$ cat config.mk
export PLATFORM = sky130hd
export DESIGN_NAME = inst_stage_fifo
export DESIGN_NICKNAME = d
export VERILOG_FILES = /design/src/rtl/inst_stage_fifo.sv
export SDC_FILE = /design/constraint.sdc
export NUM_CORES = 1
export LEC_CHECK = 0
export BUFFER_PORTS_ARGS = -buffer_cell sky130_fd_sc_hd__clkbuf_2
export CAP_MARGIN = 30
export CORE_MARGIN = 2
export CORE_UTILIZATION = 40
export DETAILED_ROUTE_END_ITERATION = 12
export PLACE_DENSITY_LB_ADDON = 0.05
export SYNTH_ARGS = -nofsm -noshare
export SYNTH_HDL_FRONTEND = slang
export SYNTH_SLANG_ARGS = --single-unit
$ cat constraint.sdc
create_clock -name clk -period 5.2 [get_ports clk]
set_input_delay 0.26 -clock clk [delete_from_list [all_inputs] [get_ports clk]]
set_output_delay 0.26 -clock clk [all_outputs]
set_load 0.03 [all_outputs]
$ cat src/rtl/inst_stage_fifo.sv
// inst_stage_fifo: host-side staging FIFO in front of the IRAM loader.
// Software pushes {address, instruction} pairs. A go pulse drains them one at
// a time into the loader with a one-cycle load_req, waiting on the rising edge
// of load_done. Progress, completion and sticky errors go back to the host.
module inst_stage_fifo #(
    parameter int DEPTH   = 16,
    parameter int PTR_W   = 4,
    parameter int ADDR_W  = 9,
    parameter int DATA_W  = 32,
    parameter int TIMEOUT = 64
) (
    input  logic              clk,
    input  logic              rst_n,
    input  logic              clear,
    input  logic              host_wr_en,
    input  logic [ADDR_W-1:0] host_addr,
    input  logic [DATA_W-1:0] host_inst,
    input  logic              go,
    output logic [PTR_W:0]    fifo_count,
    output logic              fifo_full,
    output logic              fifo_empty,
    output logic [ADDR_W-1:0] addr_out,
    output logic [DATA_W-1:0] inst_out,
    output logic              load_req,
    input  logic              load_done,
    output logic              busy,
    output logic              drain_done,
    output logic              err_overflow,
    output logic              err_timeout
);

    localparam int              TMR_W    = (TIMEOUT > 2) ? $clog2(TIMEOUT) : 1;
    localparam logic [TMR_W-1:0] TMR_LAST = TMR_W'(TIMEOUT - 1);
    localparam logic [PTR_W:0]   CNT_FULL = (PTR_W + 1)'(DEPTH);
    localparam logic [PTR_W:0]   CNT_ONE  = (PTR_W + 1)'(1);

    typedef enum logic [1:0] {
        IDLE  = 2'd0,
        ISSUE = 2'd1,
        WAIT  = 2'd2,
        POP   = 2'd3
    } state_t;

    state_t            state;
    state_t            state_nxt;

    logic [ADDR_W-1:0] mem_addr [DEPTH];
    logic [DATA_W-1:0] mem_inst [DEPTH];

    logic [PTR_W-1:0]  wr_ptr;
    logic [PTR_W-1:0]  rd_ptr;
    logic [PTR_W-1:0]  rd_ptr_inc;
    logic [PTR_W:0]    count;
    logic [PTR_W:0]    count_nxt;
    logic [TMR_W-1:0]  timer;
    logic              load_done_q;
    logic              done_rise;
    logic              push;
    logic              pop;

    logic              latch_head;
    logic              latch_next;
    logic              drain_fin;
    logic              timeout_hit;

    // A push during clear is discarded; a push while full is dropped.
    assign push       = host_wr_en && !fifo_full && !clear;
    assign pop        = (state == POP);
    assign done_rise  = load_done & ~load_done_q;
    assign rd_ptr_inc = rd_ptr + PTR_W'(1);
    assign count_nxt  = count + {{PTR_W{1'b0}}, push} - {{PTR_W{1'b0}}, pop};

    assign fifo_count = count;
    assign fifo_full  = (count == CNT_FULL);
    assign fifo_empty = (count == '0);
    assign busy       = (state != IDLE);

    // Next-state and per-state strobes for the drain sequencer.
    always_comb begin
        state_nxt   = state;
        latch_head  = 1'b0;
        latch_next  = 1'b0;
        drain_fin   = 1'b0;
        timeout_hit = 1'b0;
        case (state)
            IDLE: begin
                if (go) begin
                    if (!fifo_empty) begin
                        latch_head = 1'b1;
                        state_nxt  = ISSUE;
                    end else begin
                        drain_fin  = 1'b1;
                    end
                end
            end
            ISSUE: begin
                state_nxt = WAIT;
            end
            WAIT: begin
                if (done_rise) begin
                    state_nxt = POP;
                end else if (timer == TMR_LAST) begin
                    timeout_hit = 1'b1;
                    state_nxt   = IDLE;
                end
            end
            POP: begin
                if (count_nxt == '0) begin
                    drain_fin = 1'b1;
                    state_nxt = IDLE;
                end else begin
                    latch_next = 1'b1;
                    state_nxt  = ISSUE;
                end
            end
            default: state_nxt = IDLE;
        endcase
    end

    // Control state: FSM, pointers, occupancy, timer, strobes and sticky errors.
    always_ff @(posedge clk or negedge rst_n) begin
        if (!rst_n) begin
            state        <= IDLE;
            wr_ptr       <= '0;
            rd_ptr       <= '0;
            count        <= '0;
            timer        <= '0;
            load_done_q  <= 1'b0;
            load_req     <= 1'b0;
            drain_done   <= 1'b0;
            err_overflow <= 1'b0;
            err_timeout  <= 1'b0;
        end else begin
            load_done_q <= load_done;
            if (clear) begin
                state        <= IDLE;
                wr_ptr       <= '0;
                rd_ptr       <= '0;
                count        <= '0;
                timer        <= '0;
                load_req     <= 1'b0;
                drain_done   <= 1'b0;
                err_overflow <= 1'b0;
                err_timeout  <= 1'b0;
            end else begin
                state      <= state_nxt;
                count      <= count_nxt;
                load_req   <= (state_nxt == ISSUE);
                drain_done <= drain_fin;
                if (push) begin
                    wr_ptr <= wr_ptr + PTR_W'(1);
                end
                if (pop) begin
                    rd_ptr <= rd_ptr_inc;
                end
                if (state == ISSUE) begin
                    timer <= '0;
                end else if (state == WAIT) begin
                    timer <= timer + TMR_W'(1);
                end
                if (host_wr_en && fifo_full) begin
                    err_overflow <= 1'b1;
                end
                if (timeout_hit) begin
                    err_timeout <= 1'b1;
                end
            end
        end
    end

    // Entry storage; written only on an accepted push.
    always_ff @(posedge clk) begin
        if (push) begin
            mem_addr[wr_ptr] <= host_addr;
            mem_inst[wr_ptr] <= host_inst;
        end
    end

    // Loader-facing entry: latched on go and after each pop, held otherwise.
    // When the last stored entry is popped while a new one is pushed, the new
    // head is not in storage yet, so it is taken straight from the host bus.
    always_ff @(posedge clk or negedge rst_n) begin
        if (!rst_n) begin
            addr_out <= '0;
            inst_out <= '0;
        end else if (!clear) begin
            if (latch_head) begin
                addr_out <= mem_addr[rd_ptr];
                inst_out <= mem_inst[rd_ptr];
            end else if (latch_next) begin
                if (count == CNT_ONE) begin
                    addr_out <= host_addr;
                    inst_out <= host_inst;
                end else begin
                    addr_out <= mem_addr[rd_ptr_inc];
                    inst_out <= mem_inst[rd_ptr_inc];
                end
            end
        end
    end

endmodule

==> results.md, run 1 <==
Outcome:
- The flow ran to the end, and the final reports show no timing, DRC or antenna violations.

Hold path:
- In this run the most critical hold path is launched from host_inst[8].
- The worst hold path belongs to the class input pin to flop.
- Counting instances, the worst hold path has a depth of 1.
- The endpoint of the worst hold path is mem_inst[6][8].

Pwr:
- The leakage power is 12.09 nW.
- The portion of total power attributed to combinational logic is 17.1%.
- Dividing total power by cell area gives a power density of 392.0 nW/µm².
- Sequential cells account for 45.1% of the total power.
- The internal power contribution is 10.80 mW.
- The worst vdd rail ir drop is 0.0003586 V.
- The switching component of the power is 4.377 mW.
- The clock network fraction of total power is 37.8%.
- The switching part of the total power is 28.83%.

Layout:
- The synthesis-to-finish area growth is 13.48%.
- The number of antenna repair diodes is 0.
- The share of cells above drive strength 1 is 35.44%.
- The number of nets in the layout is 2033.

Clock tree:
- The TritonCTS clock tree is done.
- The CTS root buffer is clkbuf_16.
- The number of levels the H-tree was split into is 3.
- The clock transition at the registers of the reported paths is 60 ps.
- The CTS buffer count is 83.
- In this run the deepest clock path goes through 3 buffers.
- The clock drives 723 sinks.
- For the worst-skew pair, the clock arrives at the later sink with an insertion delay of 640 ps.
- The quantity of gates resized following cts is 0.

Run:
- The number of maximum-capacitance constraint violations is 0.

Yosys:
- The most instantiated flip-flop cell in the synthesis netlist is edfxtp_1.
- The combinational family with the most area after synthesis is multiplexers.
- Of the total synthesized cell area, the portion taken by XOR and XNOR cells is 0.3593%.
- The number of unique standard cell types used by synthesis is 54.
- A synthesized cell averages 18.17 µm².
- After synthesis, the share of cell area in mux cells is 24.55%.
- The mapped netlist covers 34130 µm².
- The share of synthesized cell area in and, or, nand and nor gates is 3.530%.
- The number of nets in the synthesized netlist is 1942.
- The adder-cell share of the synthesized area is 0.6452%.
- Yosys printed 0 warnings.
- The synthesized design contains 723 register bits.
- In the synthesized netlist the async set-or-reset flop fraction comes to 9.267%.
- The compound-cell area share of the yosys netlist is 5.678%.
- The post-synthesis sequential area ratio is 62.63%.
- After technology mapping, the gate count stands at 1878.
- Yosys mapped a number of flops with a built-in enable equal to 656.

Placement:
- The global placement routability congestion is 0.7600.
- Input and output buffers added on the ports amount to 99.
- Summed over all nets, the half-perimeter wirelength after detailed placement is 52100 µm.

Floorplan:
- The die outline area is 87680 µm².
- The number of top-level pins is 100.
- The count of standard-cell rows is 107.
- After floorplanning, the core was sized to cover 84880 µm².
- The die height is 296.1 µm.
- The initial cell density of the core is 40.21%.
- The width of the die is 296.1 µm.

STA:
- Static timing analysis puts the maximum clock frequency at 228.4 MHz.
- The worst hold slack is 62.92 ps.
- The transition time at the pin with the least slew margin is 1058 ps.
- The final-layout setup total negative slack is 0 ps.
- The worst slew margin relative to its limit is 29.47%.
- The final count of hold timing violations came to 0.
- The count of final max-slew check failures is 0.
- The final setup violation count is 0.
- The final critical path takes up 84.21% of the cycle.
- Clock skew on the completed layout was measured at 32.67 ps.
- Setup repair after global routing left no endpoint under its margin.
- The minimum period implied by the final worst setup slack is 4379 ps.

Global routing:
- For this run the aggregate overflow at the end of global routing stands at 0.
- The first global-routing pass estimated 143500 µm of wire.
- The initial antenna violation count came to 4.
- The via count of the first global-routing pass is 20140.
- The largest net degree at the start of global routing is 131.
- Global routing consumed, over all layers together, 23.08% of the routing resources.

Critical path:
- The endpoint required time on the critical path is 5700 ps.
- The worst reg2reg path depth is 17.
- On the worst path, the slowest cell contributes a delay of 620 ps.
- The cell type group with the largest total delay on the critical path is simple AND/OR/NAND/NOR gates.
- The worst reg2reg path endpoint is load_req.
- The number of buffer and inverter stages on the critical path is 4.
- For this design, the slowest cell found on the critical path is buf_4.
- The signal on the critical path passes through inv_1 -> ha_1 -> nor4bb_1 -> nor2b_1 -> nand2b_1 -> ha_1 -> inv_1 -> ha_1 -> inv_1 -> fa_1 -> nand2b_1 -> a21oi_1 -> nor3_1 -> nor4_4 -> buf_4 -> o2bb2ai_1 -> o211a_1.
- The start of the worst register-to-register path is fifo_count[2].
- The startpoint type of the worst setup path is a flop.
- The highest fanout seen on the critical path is 35.
- The slack of the worst reg-to-reg path is 820 ps.
- Data on the critical path arrives at its endpoint at 4880 ps.
- The critical path class is flop to flop.
- STA classifies the critical path endpoint as a flop.

Drt:
- The first TritonRoute pass finished after 7 iterations.
- The number of remaining DRC errors is 0.
- Summing over every cut layer, the via total after detailed routing is 19470.
- In the routed layout, each cell is associated on average with a via count of 6.122.
- In the final routed layout, each cell accounts on average for 31.42 µm.
- The detail route stage leaves a number of antenna-violating nets equal to 0.
- In this run, the number of DRC markers left after iteration 0 of detailed routing was 1799.
- For this block, the routed nets add up to 99940 µm of wire.
[cell families after synthesis]
group / after synthesis
compound gates: 269
fa+ha+maj: 17
buf+inv: 168
xor+xnor: 14
mux: 421
flops: 723
simple gates: 266
[synth_stat cells, types with 27 or more instances]
| cell type | n | area (µm²) |
|---|---|---|
| buf_4 | 29 | 217.7 |
| a21oi_1 | 30 | 150.1 |
| nand4_1 | 39 | 244.0 |
| nor2_1 | 104 | 390.4 |
| o21ai_0 | 116 | 580.6 |
| clkbuf_1 | 55 | 206.5 |
| buf_2 | 55 | 275.3 |
| mux2_2 | 49 | 551.8 |
| edfxtp_1 | 656 | 19700 |
| o41ai_2 | 27 | 439.2 |
| dfrtp_1 | 67 | 1677 |
| o211ai_1 | 47 | 352.8 |
| mux4_2 | 328 | 7387 |
| nand2_1 | 90 | 337.8 |
| mux2i_1 | 44 | 440.4 |
[area by class of cell]
type	count	area, µm²
fill	7321	46150
timing repair buffer	159	1141
tap	1144	1431
inverter	15	56.30
sequential	723	21390
clock inverter	42	370.4
multi-input combinational	987	12040
clock buffer	111	2306
[metal layers]
metal  track usage, %  vias to the layer above  part of all wire [%]
met5                0                        -                 0.058
met4            6.861                        8                   2.5
met3            4.362                      170                   6.5
met2            36.19                      742                    47
met1            32.94                    10510                    44
li1                 -                     8040                     -
[power groups by stage]
stage / registers (mW) / logic, mW / clock network (mW)
floorplan: 7.18 / 1.33 / 0
global placement: 6.97 / 2.55 / 0
detailed placement: 6.97 / 2.58 / 0
CTS: 6.85 / 2.60 / 5.88
global route: 6.87 / 2.74 / 6.12
finish: 6.85 / 2.59 / 5.74
[repair_timing]
action                    CTS  global route
hold buffers                4             0
hold endpoints to repair   23             0
setup buffers               0             0
[worst max-delay path by stage]
stage | cells past startpoint | startpoint | slack [ps] | end
after floorplan | 7 | fifo_count[2] | 150 | mem_addr[0][0]
after global placement | 17 | fifo_count[2] | 920 | inst_out[20]
after detailed placement | 17 | fifo_count[2] | 840 | inst_out[12]
after CTS | 16 | fifo_count[2] | 830 | inst_out[12]
after global routing | 17 | fifo_count[3] | 510 | load_req
final | 17 | fifo_count[2] | 820 | load_req
[flip-flops by register name (all words and copies together) (netlist names)]
register / count
addr_out: 9
drain_done: 1
err_overflow: 1
err_timeout: 1
fifo_count: 5
inst_out: 32
load_done_q: 1
load_req: 1
mem_addr: 144
mem_inst: 512
rd_ptr: 4
state: 2
timer: 6
wr_ptr: 4
[stage by stage]
stage / power (mW) / utilization, % / std cells / worst slack, ps / instance area, µm²
6_report: 15.18 / 45.63 / 3181 / 821.0 / 38730
2_1_floorplan: 8.510 / - / 1878 / 150.5 / 34140
3_5_place_dp: 9.553 / 42.40 / 3023 / 840.1 / 35990
5_1_grt: 15.73 / 45.63 / 3181 / 512.5 / 38730
4_1_cts: 15.33 / 45.60 / 3180 / 830.6 / 38700
3_3_place_gp: 9.515 / 42.37 / 3022 / 922.9 / 35970
[cell usage in the layout, fill, tap and decap left out, types with 3 or more instances in the layout]
master,netlist,layout
edfxtp_1,656,656
nand3_1,3,3
xor2_1,10,10
mux2_2,49,49
clkbuf_2,0,98
o21ba_2,3,3
clkbuf_1,55,19
o21ai_1,10,10
dlygate4sd3_1,0,4
o31ai_1,6,6
nand2b_1,6,5
dfrtp_4,0,4
o41ai_2,27,27
buf_4,29,43
nand2_1,90,89
buf_12,0,13
o21ai_0,116,116
mux2i_1,44,44
a21oi_1,30,30
nor2b_1,4,4
mux4_2,328,328
clkbuf_16,0,86
xnor2_1,4,4
nor2_1,104,89
inv_1,14,14
o211ai_1,47,47
nor2_4,0,15
nand4_1,39,39
a22oi_1,8,8
clkinv_2,0,15
ha_1,16,15
clkbuf_8,0,6
a41o_1,8,8
clkinv_1,0,12
clkinvlp_4,0,5
bufinv_16,0,5
dfrtp_1,67,63
(Power assumes the default switching activity.)
==> run 2: changes to the inputs <==
--- a/config.mk
+++ b/config.mk
@@ -5,6 +5,7 @@
 export SDC_FILE = /design/constraint.sdc
 export NUM_CORES = 1
 export LEC_CHECK = 0
+export ABC_AREA = 1
 export BUFFER_PORTS_ARGS = -buffer_cell sky130_fd_sc_hd__clkbuf_2
 export CAP_MARGIN = 30
 export CORE_MARGIN = 2
==> constraint.sdc (replaced) <==
create_clock -name clk -period 3.61 [get_ports clk]
set_input_delay 0.1805 -clock clk [delete_from_list [all_inputs] [get_ports clk]]
set_output_delay 0.1805 -clock clk [all_outputs]
set_load 0.03 [all_outputs]
==> run 2 against run 1 <==
Compared with the run above: combinational power up 120%; cell area increased by 10%; sequential cell count did not move; critical path depth increased by 8; utilization is 0.27 points higher; worst setup slack got worse by 570 ps; global-route usage rose by 2.5 points; non-clock buffer count rose by 85; clock skew fell by 18 ps; fmax grew 30%; largest cell class unchanged.
==> results.md, run 2 <==
Global routing:
- The first global-routing pass estimated 182400 µm of wire.
- The largest net degree at the start of global routing is 172.
- The all-layer global routing usage is 25.59%.
- The total overflow reported by the global router is 0.
- The via count of the first global-routing pass is 28030.
- The initial antenna violation count is 3.

Layout:
- The register with the most flip-flops in the final layout is mem_inst.
- The share of cells above drive strength 1 is 9.305%.
- The synthesis-to-finish area growth is 13.95%.
- In the layout the commonest cells are 1193 x nand2_1, 708 x nand3_1, 656 x edfxtp_1.
- The register with the most flip-flops in the layout has 512 of them.
- The commonest non-fill, non-tap cell in the layout is nand2_1.
- For this run, the post-layout net count is 4454.
- The largest registers in the layout are mem_inst (512), mem_addr (144), inst_out (32).
- The post-route core utilization is 45.90%.

Floorplan:
- The die outline area is 96310 µm².
- The count of standard-cell rows is 112.
- In this run the horizontal extent of the chip is 310.3 µm.
- Measured along the y axis, the die boundary spans 310.3 µm.
- The number of top-level pins is 100.
- Once the floorplan was initialized, standard cells occupied 40.28% of the core.
- The region available for standard cell placement spans 93190 µm².

Hold path:
- The cell depth of the worst min-delay path is 1.
- The endpoint of the worst hold path is mem_inst[12][0].
- The startpoint identified for the worst hold timing path is host_inst[0].
- The worst hold path class is input pin to flop.

STA:
- The final setup violation count is 0.
- Setup repair after global routing left no endpoint under its margin.
- The transition time at the pin with the least slew margin is 1037 ps.
- In this run the tightest slew margin relative to its limit is 30.88%.
- Hold is met by 49.70 ps.
- The count of final max-slew check failures is 0.
- The final critical-path share of the clock period is 93.12%.
- The clock tree skew after final layout is 15.11 ps.
- The highest clock rate is 297.5 MHz.
- The final count of hold timing violations is 0.
- The worst path needs 3362 ps of the cycle, external delays included.

Yosys:
- The cell area after technology mapping is 37540 µm².
- The post-synthesis sequential area ratio is 56.95%.
- After synthesis, the mean cell area works out to 8.627 µm².
- The number of unique standard cell types used by synthesis is 36.
- The top cell type's share of synthesized area is 52.48%.
- In this run, synthesis inferred 656 flip-flops with an integrated enable.
- The most instantiated flip-flop cell in the synthesis netlist is edfxtp_1.
- The most common cell in the synthesized netlist is nand2_1.
- In the synthesized netlist, the cells that appear most often are 1196 x nand2_1, 710 x nand3_1, 656 x edfxtp_1.
- Summed over all instances, the cell type with the most area after synthesis is edfxtp_1.
- For this run, the number of Yosys warnings is 0.
- The synthesized netlist cell count is 4351.
- After synthesis, the share of flip-flops with an asynchronous set or reset is 9.267%.
- The number of nets in the synthesized netlist is 4415.
- In the post-synthesis netlist, the biggest area contributors are edfxtp_1 52%, nand2_1 12%, nand3_1 9.5%.
- The synthesized flop and latch total is 723.

Drt:
- The highest layer touched by signal routing is met5.
- The remaining antenna violation count is 0.
- After detailed routing, the met3 layer carries 6428 µm of wire.
- The routed length on met1 is 56800 µm.
- The overall via count from detail_route is 30210.
- The number of DRC markers in iteration 0 is 2699.
- The number of remaining DRC errors is 0.
- The routed design has 123300 µm of wire.
- The pre-antenna-repair detailed-routing pass consisted of 6 iterations.
- Dividing the detail-routed wire length by the instance count gives 21.58 µm.
- The wire length on met2 is 57790 µm.
- The via-per-instance ratio is 5.285.

Clock tree:
- The TritonCTS clock tree is done.
- Buffers inserted during clock tree synthesis total 85.
- CTS saw 723 sinks.
- The CTS root buffer is clkbuf_16.
- The post-CTS setup buffer count is 0.
- The number of levels the H-tree was split into is 3.
- The clock tree buffer depth is 3.
- For the worst-skew pair, the clock arrives at the later sink with an insertion delay of 650 ps.
- After clock tree synthesis, the clock-pin slew on the worst setup and hold paths is 60 ps.

Critical path:
- At the worst endpoint, the arrival time is 3940 ps.
- In this run the critical register-to-register path is launched from fifo_count[2].
- The largest stage delay on the critical path is 360 ps.
- The critical path class is flop to flop.
- Counting cells, the worst reg-to-reg path comes to 25.
- STA puts the critical path data required time at 4190 ps.
- The cell with the biggest individual delay on the critical path is fa_2.
- The most common cell type on the critical path is nand2_1.
- The worst setup path is launched from a flop.
- The highest fanout seen on the critical path is 18.
- The type of destination of the critical path is a flop.
- For flop-to-flop paths, the worst setup slack is 250 ps.
- The worst register-to-register path ends at addr_out[3].

Pwr:
- Summing internal, switching and leakage power gives 24.09 mW.
- VDD sags by at most 0.0003840 V.
- The leakage power is 17.40 nW.
- The power density over the cells is 563.2 nW/µm².

Placement:
- The count of port buffers added during placement is 99.
- The detailed placer's ending HPWL is 63420 µm.
- The global placement routability congestion is 0.7761.

Outcome:
- The run finished with clean final reports.

Run:
- The number of maximum-capacitance constraint violations is 0.
-- run 2: cell types whose count changed in the layout (fill, tap and decap cells not counted), moves of 165 or more --
cell and delta:
nor2_1 +222, mux4_2 -328, a21oi_1 +220, inv_1 +416, nand2_1 +1104, nand3_1 +705, o21ai_0 +165
-- run 2: timing repair --
action / in CTS / in global routing
hold buffers: 45 / 0
hold endpoints to repair: 685 / 0
gates cloned: 1 / 1
resized for setup: 5 / 10
pin swaps: 0 / 4
setup endpoints to repair: 41 / 41
-- run 2: worst max-delay path by stage --
stage,from,end,slack [ps],cells after the start
detailed placement,fifo_count[2],inst_out[22],-90,25
finish,fifo_count[2],addr_out[3],250,25
floorplan,fifo_count[2],mem_addr[11][0],-1010,8
global route,fifo_count[2],inst_out[26],0.2,25
global placement,fifo_count[2],inst_out[30],-40,25
CTS,fifo_count[2],inst_out[22],50,25
-- run 2: critical path, delay by kind of cell, from the launching register on --
kind	cells	cell delay [ps]
simple gates	14	1440
flops	1	350
buf+inv	7	510
fa+ha+maj	4	970
-- run 2: logic make-up after synthesis --
group	share of synthesized area, %
buffers and inverters	8.737
AND/OR/NAND/NOR	25.82
XOR/XNOR	0.1367
AO/OA/AOI/OAI	7.770
adder cells (fa/ha/maj)	0.5867
flip-flops	56.95
-- run 2: final cells by class --
type | count | area [µm²]
fillers | 8984 | 50420
diodes | 1 | 2.502
repair buffers | 244 | 2268
flip-flops and latches | 723 | 21390
inverters | 440 | 1684
clock buffers | 118 | 2384
clock inverters | 39 | 327.8
multi-input cells | 2896 | 13150
well taps | 1254 | 1569
-- run 2: per-layer routing --
layer	global-route usage, %	vias to the layer above
met4	6.359	4
met3	3.024	170
li1	-	14570
met1	35.96	14600
met2	42.19	856
met5	0	-
-- run 2: where the power goes --
group          total, mW  internal (mW)  leakage (nW)  switching, mW
logic               5.70           1.74          9.29           3.96
registers           9.90           9.53          6.77          0.369
clock network       8.50           4.96          1.34           3.53
total               24.1           16.2          17.4           7.86
-- run 2: per-stage QoR --
stage                     cells  setup WS [ps]  cell area (µm²)  setup TNS (ps)
after detailed placement   5509         -94.21            39480           -2543
after CTS                  5712          48.13            42680               0
after global placement     5508         -44.76            39450          -779.6
final                      5715          248.4            42770               0
after global routing       5715         0.2363            42770               0
after floorplan            4351          -1008            37660         -165350
